## config.mk

```make
export PLATFORM = sky130hd
export DESIGN_NAME = motoro3_step_sequencer
export DESIGN_NICKNAME = d
export VERILOG_FILES = /design/src/rtl/motoro3_step_sequencer.sv
export SDC_FILE = /design/constraint.sdc
export NUM_CORES = 1
export LEC_CHECK = 0
export ABC_AREA = 1
export CAP_MARGIN = 40
export CORE_ASPECT_RATIO = 0.75
export CORE_UTILIZATION = 35
export DETAILED_ROUTE_END_ITERATION = 12
export PLACE_DENSITY = 0.63
export SLEW_MARGIN = 20
export SYNTH_ARGS = -nofsm -noshare
export SYNTH_HDL_FRONTEND = slang
export SYNTH_SLANG_ARGS = --single-unit
```

## constraint.sdc

```tcl
create_clock -name clk -period 2.45 [get_ports clk]
set_clock_uncertainty 0.05 [all_clocks]
set_input_delay 0.3675 -clock clk [delete_from_list [all_inputs] [get_ports clk]]
set_output_delay 0.3675 -clock clk [all_outputs]
set_load 0.02 [all_outputs]
```

## src/rtl/motoro3_step_sequencer.sv

```systemverilog
// motoro3_step_sequencer
// Produces the 12-sub-step commutation frame (step index, per-step down
// counter and boundary strobes) that feeds motoro3_pwm_generator. Handles
// start, graceful stop at the end of a round, abort and round counting.
// All state advances on the falling edge of clk, like the PWM generator.
module motoro3_step_sequencer #(
  parameter int CNT_W   = 25,
  parameter int MIN_LEN = 4
) (
  input  logic             clk,
  input  logic             nRst,
  input  logic             start,
  input  logic             stop,
  input  logic             abort,
  input  logic [CNT_W-1:0] m3r_stepLen,
  input  logic [15:0]      m3r_roundMax,
  output logic [3:0]       sgStep,
  output logic [CNT_W-1:0] m3cnt,
  output logic             m3cntFirst2,
  output logic             m3cntFirst1,
  output logic             m3cntLast2,
  output logic             m3cntLast1,
  output logic             pwmActive1,
  output logic             pwmLastStep1,
  output logic [15:0]      roundCnt,
  output logic             done
);

  typedef enum logic [1:0] {
    IDLE  = 2'd0,
    RUN   = 2'd1,
    DRAIN = 2'd2
  } state_t;

  localparam logic [CNT_W-1:0] MIN_LEN_C = CNT_W'(MIN_LEN);
  localparam logic [3:0]       LAST_STEP = 4'd11;

  state_t           state_q, state_d;
  logic [3:0]       step_q, step_d;
  logic [CNT_W-1:0] cnt_q, cnt_d;
  logic [CNT_W-1:0] len_q, len_d;
  logic [15:0]      round_q, round_d;
  logic             done_q, done_d;

  logic [CNT_W-1:0] len_eff;
  logic             active;
  logic             step_wrap;
  logic             round_end;
  logic             limit_hit;

  // Clamp the requested step length so the four strobes stay distinct
  always_comb begin
    len_eff = (m3r_stepLen < MIN_LEN_C) ? MIN_LEN_C : m3r_stepLen;
  end

  // Decode step boundaries and the round-limit condition from registered state
  always_comb begin
    active    = (state_q != IDLE);
    step_wrap = (cnt_q == '0);
    round_end = step_wrap && (step_q == LAST_STEP);
    limit_hit = (m3r_roundMax != 16'd0) &&
                (round_q == m3r_roundMax - 16'd1) &&
                (step_q == 4'd0) &&
                (cnt_q == len_q - CNT_W'(1));
  end

  // Next-state, counter reload and round bookkeeping
  always_comb begin
    state_d = state_q;
    step_d  = step_q;
    cnt_d   = cnt_q;
    len_d   = len_q;
    round_d = round_q;
    done_d  = 1'b0;
    case (state_q)
      IDLE: begin
        if (start && !abort) begin
          state_d = RUN;
          step_d  = 4'd0;
          cnt_d   = len_eff - CNT_W'(1);
          len_d   = len_eff;
          round_d = 16'd0;
        end
      end
      RUN, DRAIN: begin
        if (abort) begin
          state_d = IDLE;
          step_d  = 4'd0;
          cnt_d   = '0;
          done_d  = 1'b1;
        end else begin
          if (step_wrap) begin
            cnt_d  = len_eff - CNT_W'(1);
            len_d  = len_eff;
            step_d = (step_q == LAST_STEP) ? 4'd0 : step_q + 4'd1;
            if (step_q == LAST_STEP) begin
              round_d = round_q + 16'd1;
            end
          end else begin
            cnt_d = cnt_q - CNT_W'(1);
          end
          if (round_end && ((state_q == DRAIN) || stop)) begin
            state_d = IDLE;
            step_d  = 4'd0;
            cnt_d   = '0;
            len_d   = len_q;
            done_d  = 1'b1;
          end else if ((state_q == RUN) && (stop || limit_hit)) begin
            state_d = DRAIN;
          end
        end
      end
      default: begin
        state_d = IDLE;
        step_d  = 4'd0;
        cnt_d   = '0;
      end
    endcase
  end

  // State registers, falling-edge clocked with asynchronous active-low reset
  always_ff @(negedge clk or negedge nRst) begin
    if (!nRst) begin
      state_q <= IDLE;
      step_q  <= 4'd0;
      cnt_q   <= '0;
      len_q   <= MIN_LEN_C;
      round_q <= 16'd0;
      done_q  <= 1'b0;
    end else begin
      state_q <= state_d;
      step_q  <= step_d;
      cnt_q   <= cnt_d;
      len_q   <= len_d;
      round_q <= round_d;
      done_q  <= done_d;
    end
  end

  // Output decode; strobes are suppressed whenever the frame is not running
  always_comb begin
    sgStep       = step_q;
    m3cnt        = cnt_q;
    roundCnt     = round_q;
    done         = done_q;
    pwmActive1   = active;
    pwmLastStep1 = (state_q == DRAIN) && (step_q == LAST_STEP);
    m3cntFirst2  = active && (cnt_q == len_q - CNT_W'(1));
    m3cntFirst1  = active && (cnt_q == len_q - CNT_W'(2));
    m3cntLast2   = active && (cnt_q == CNT_W'(1));
    m3cntLast1   = active && (cnt_q == '0);
  end

endmodule

```

Yosys cells after proc, flatten, opt, wreduce, memory -nomap -nowiden
Cells that the tools add are included.
Storage, ports and cells
  bits in registers: 73
  input port bits: 46
  output and inout bits: 52
  word-level logic and storage cells: 84
Cells by class
  add/sub/neg operators: 7
  order comparisons: 1
  equality and inequality tests: 14
  mux-type cells: 30
  reductions and logical operators: 26
Operator list (number)
  2-to-1 mux 25 bit: 9
  case mux 25 bit (2 select lines): 2
  subtractor 25 x 1 -> 25 bit (second input constant): 3
  2-to-1 mux 16 bit: 4
  == test 25 bit: 2
  case mux 16 bit (2 select lines): 1
  == test 25 x 1 -> 1 bit (second input constant): 1
  zero test 25 bit: 1
  less-than comparator 25 x 3 -> 1 bit (second input constant): 1
  subtractor 25 x 2 -> 25 bit (second input constant): 1
  2-to-1 mux 4 bit: 5
  adder 16 x 1 -> 16 bit (second input constant): 1
  == test 16 bit: 1
  nonzero test 16 bit: 1
  subtractor 16 x 1 -> 16 bit (second input constant): 1
  logical AND 1 bit: 12
  != test 2 bit (second input constant): 5
  AND reduction 5 bit: 2
  2-to-1 mux 2 bit: 4
  != test 4 bit (second input constant): 2
  case mux 4 bit (2 select lines): 1
  adder 4 x 1 -> 4 bit (second input constant): 1
  == test 4 bit (second input constant): 1
  zero test 4 bit: 1
  other kinds (10): 15

Depth between registers and ports, before layout
  depth in word-level cells: 11
  gate-level depth with buffers: 21
  mapped depth without buffers: 21

==> flow_summary_export.csv <==
group,metric,value,unit
status,status,"finished, violations left",
status,violations,"negative setup slack",
setup_path,crit_path_end_kind,"output port",
global_route,grt_use_met3,6.10,%
clock_network,ctsHoldBuffers,0,
global_route,grt_pass1_vias,9913,
power_and_ir_drop,finalPower,15800,uW
power_and_ir_drop,internal-power,8290,uW
power_and_ir_drop,p_comb_share,76.4,%
synthesis,yosysUniqueCellTypes,52,
sta,rsz0062_at_grt,"yes",
setup_path,startpoint_type,"flip-flop",
worst_hold_path,holdCritPathClass,"flip-flop to flip-flop",
clock_network,cts_tree,"done",
final_layout,final_cell_mix,"373 x buf_4, 268 x nand2_1, 147 x buf_6",
clock_network,clk_latency,0.41,ns
power_and_ir_drop,clkPwrFrac,9.9,%
place,dpl.hpwl,24100,microns
worst_hold_path,hold_start,"len_q[24]",
floorplanning,rows,44,
global_route,use_met1,46.7,%
detailed_routing,detail-route-antenna-nets,0,
power_and_ir_drop,peakVddDrop,529,uV
sta,setup_viol,119,
sta,fin_ws,-1.66,ns
detailed_routing,viasPerCell,5.21,
global_route,grt_pass1_wl,52600,microns
final_layout,syn_to_final_growth,101,%
synthesis,syn_area,7130,sq um
floorplanning,chipWidth,167,microns
synthesis,synth_cells,1158,
clock_network,clk_pin_slew_worst_paths,0.05,ns
synthesis,synthesis.nets,1217,
clock_network,cts-buffers-inserted,9,
detailed_routing,routedWlPerCell,18.9,microns
global_route,grt.busiest_layer,"met2",
floorplanning,io_pins,98,
clock_network,root_buffer,"clkbuf_16",
synthesis,yosys-top-cells-area,"dfrtn_1 25%, nand2_1 19%, inv_1 8.5%",
detailed_routing,via_count,10200,
clock_network,clkSinkCount,73,
synthesis,yosys.area.top_type_share,25.3,%
floorplanning,start_util,36.3,%
run,drv_cap,0,
synthesis,synth_largest_area_cell,"dfrtn_1",
detailed_routing,drc,0,
setup_path,arrival,3.69,ns
floorplanning,die_h,126,microns
power_and_ir_drop,p_sw_share,47.4,%
worst_hold_path,hold_depth,2,
final_layout,drive_gt1_share,53.3,%
final_layout,final_common_cell,"buf_4",
final_layout,post-route-util,72.9,%
sta,relSlewSlack,64.7,%
worst_hold_path,min_to,"len_q[24]",
sta,drv_slew,0,
place,pre_cts_ws,-1.82,ns
final_layout,fin_nets,1768,
setup_path,crit_fanout,5,
place,gp_congestion,0.957,
power_and_ir_drop,p_seq_share,13.8,%
sta,hold_violations,0,
floorplanning,fp.dieArea,21000,sq um
global_route,grt-ovfl-total,0,
synthesis,yosys_warnings,0,
sta,setup_tns,-47.63,ns
global_route,met2_usage,49.0,%
setup_path,r2r_start,"len_q[2]",
final_layout,n_antenna_cell,0,
sta,tightest_slew,0.524,ns
power_and_ir_drop,power_switching,7480,uW
floorplanning,fp.coreArea,19700,sq um
setup_path,crit_type,"flip-flop to output port",
setup_path,ff2ff_path_depth,26,
setup_path,regToRegSetupSlack,-0.64,ns
global_route,antenna_found_initial,0,
global_route,grt_max_degree,30,
clock_network,max-clock-path-buffers,2,
final_layout,instances_no_fill,1967,
place,dp_cells,1812,
global_route,grt_usage,32.3,%
clock_network,htreeDepth,3,
synthesis,ys_seq_area_share,25.6,%
detailed_routing,wl,37200,microns
setup_path,cp.required,2.03,ns
power_and_ir_drop,leakage,0.00711,uW
detailed_routing,drt-pass1-iter-count,6,
detailed_routing,drt_iter0_markers,820,
place,port_buffers,97,
setup_path,rr_endpoint,"state_q[0]",
power_and_ir_drop,powerDensity,1100,nW/um^2
synthesis,syn-mean-instance-area,6.16,sq um
synthesis,synth_seq_cells,73,
sequential cells by signal, summed over array words and instances (netlist names):
signal / count
state_q: 2
m3cnt: 25
len_q: 25
roundCnt: 16
sgStep: 4
done: 1
routing by layer:
layer	up-vias	wire [microns]	share of wire (%)
met3	110	3360	9.0
met4	0	1240	3.3
met1	4817	16000	43
met2	526	16500	44
met5	-	0	0
li1	4790	-	-
through the flow:
stage                     hold slack, ns  instance area [sq um]
after global routing               0.466                  14300
after global placement             0.406                  11100
after detailed placement           0.410                  11100
final                              0.454                  14300
after floorplan                    0.382                   7470
after CTS                          0.400                  13400
power by group through the flow:
stage | registers [uW] | logic (uW) | clock network (uW)
3_5_place_dp | 2100 | 8670 | 5.11
6_report | 2170 | 12000 | 1550
4_1_cts | 2120 | 10800 | 1550
5_1_grt | 2210 | 12800 | 1610
3_3_place_gp | 2080 | 8630 | 5.11
2_1_floorplan | 2400 | 4100 | 5.11
cell families (layout without fill, tap and decap cells):
kind of cell / count (synthesis) / after routing / synth area share, %
compound gates: 131 / 131 / 10.7
xor+xnor: 74 / 74 / 9.48
fa+ha+maj: 13 / 13 / 2.28
buf+inv: 189 / 745 / 10.4
flops: 73 / 73 / 25.6
simple gates: 678 / 678 / 41.4
worst max-delay path, cell delays in order (launching register included):
cell and delay [ns]:
dfstp_2 0.52, inv_2 0.05, ha_4 0.17, inv_8 0.08, nor2_4 0.05, nand2_2 0.09, inv_2 0.05, or2_2 0.29
a22oi_2 0.16, o2111ai_2 0.14, nor2_1 0.10, nand3_1 0.11, nor2_4 0.13, buf_6 0.12
cells in the mapped netlist (all sizes together):
master   count
nand4       18
or2          4
a211oi       2
o211ai       1
a22o         1
xnor2       17
o221ai       7
nor3b        1
nand3b       5
o21bai       2
nor2       172
o311ai       1
xor2        55
nor3        23
or3          1
xnor3        2
nand2      364
buf         11
a32oi        2
o21ai       70
a22oi        3
o2111ai      2
o31ai        4
o22ai        4
inv        168
nor4        12
o41ai        1
a21oi       26
and2         1
a31oi        3
dfstp        1
a31o         1
a221oi       1
nand3       77
dfrtn       72
clkbuf      10
ha          13
layout make-up:
| cell class | count | area [sq um] |
|---|---|---|
| inverter | 167 | 749 |
| sequential | 73 | 1830 |
| multi-input combinational | 896 | 6090 |
| timing repair buffer | 561 | 4980 |
| fill | 1380 | 5330 |
| tap | 253 | 317 |
| clock inverter | 3 | 21.3 |
| clock buffer | 14 | 339 |
worst max-delay path by stage:
stage	from	to	slack [ns]	cells past startpoint
after floorplan	state_q[1]	m3cntFirst1	-1.08	13
after CTS	len_q[2]	m3cntFirst1	-1.68	13
after global routing	len_q[4]	m3cntFirst2	-1.78	14
after detailed placement	m3r_stepLen[13]	m3cnt[20]	-1.82	19
final	len_q[2]	m3cntFirst1	-1.66	13
after global placement	len_q[2]	m3cntFirst1	-1.78	13
what timing repair did:
action / CTS / global route
setup buffers: 146 / 47
resized for setup: 711 / 262
cloned: 5 / 0
setup endpoints to repair: 124 / 124
pin swaps: 136 / 137
Power figures use the tool's default switching activity.
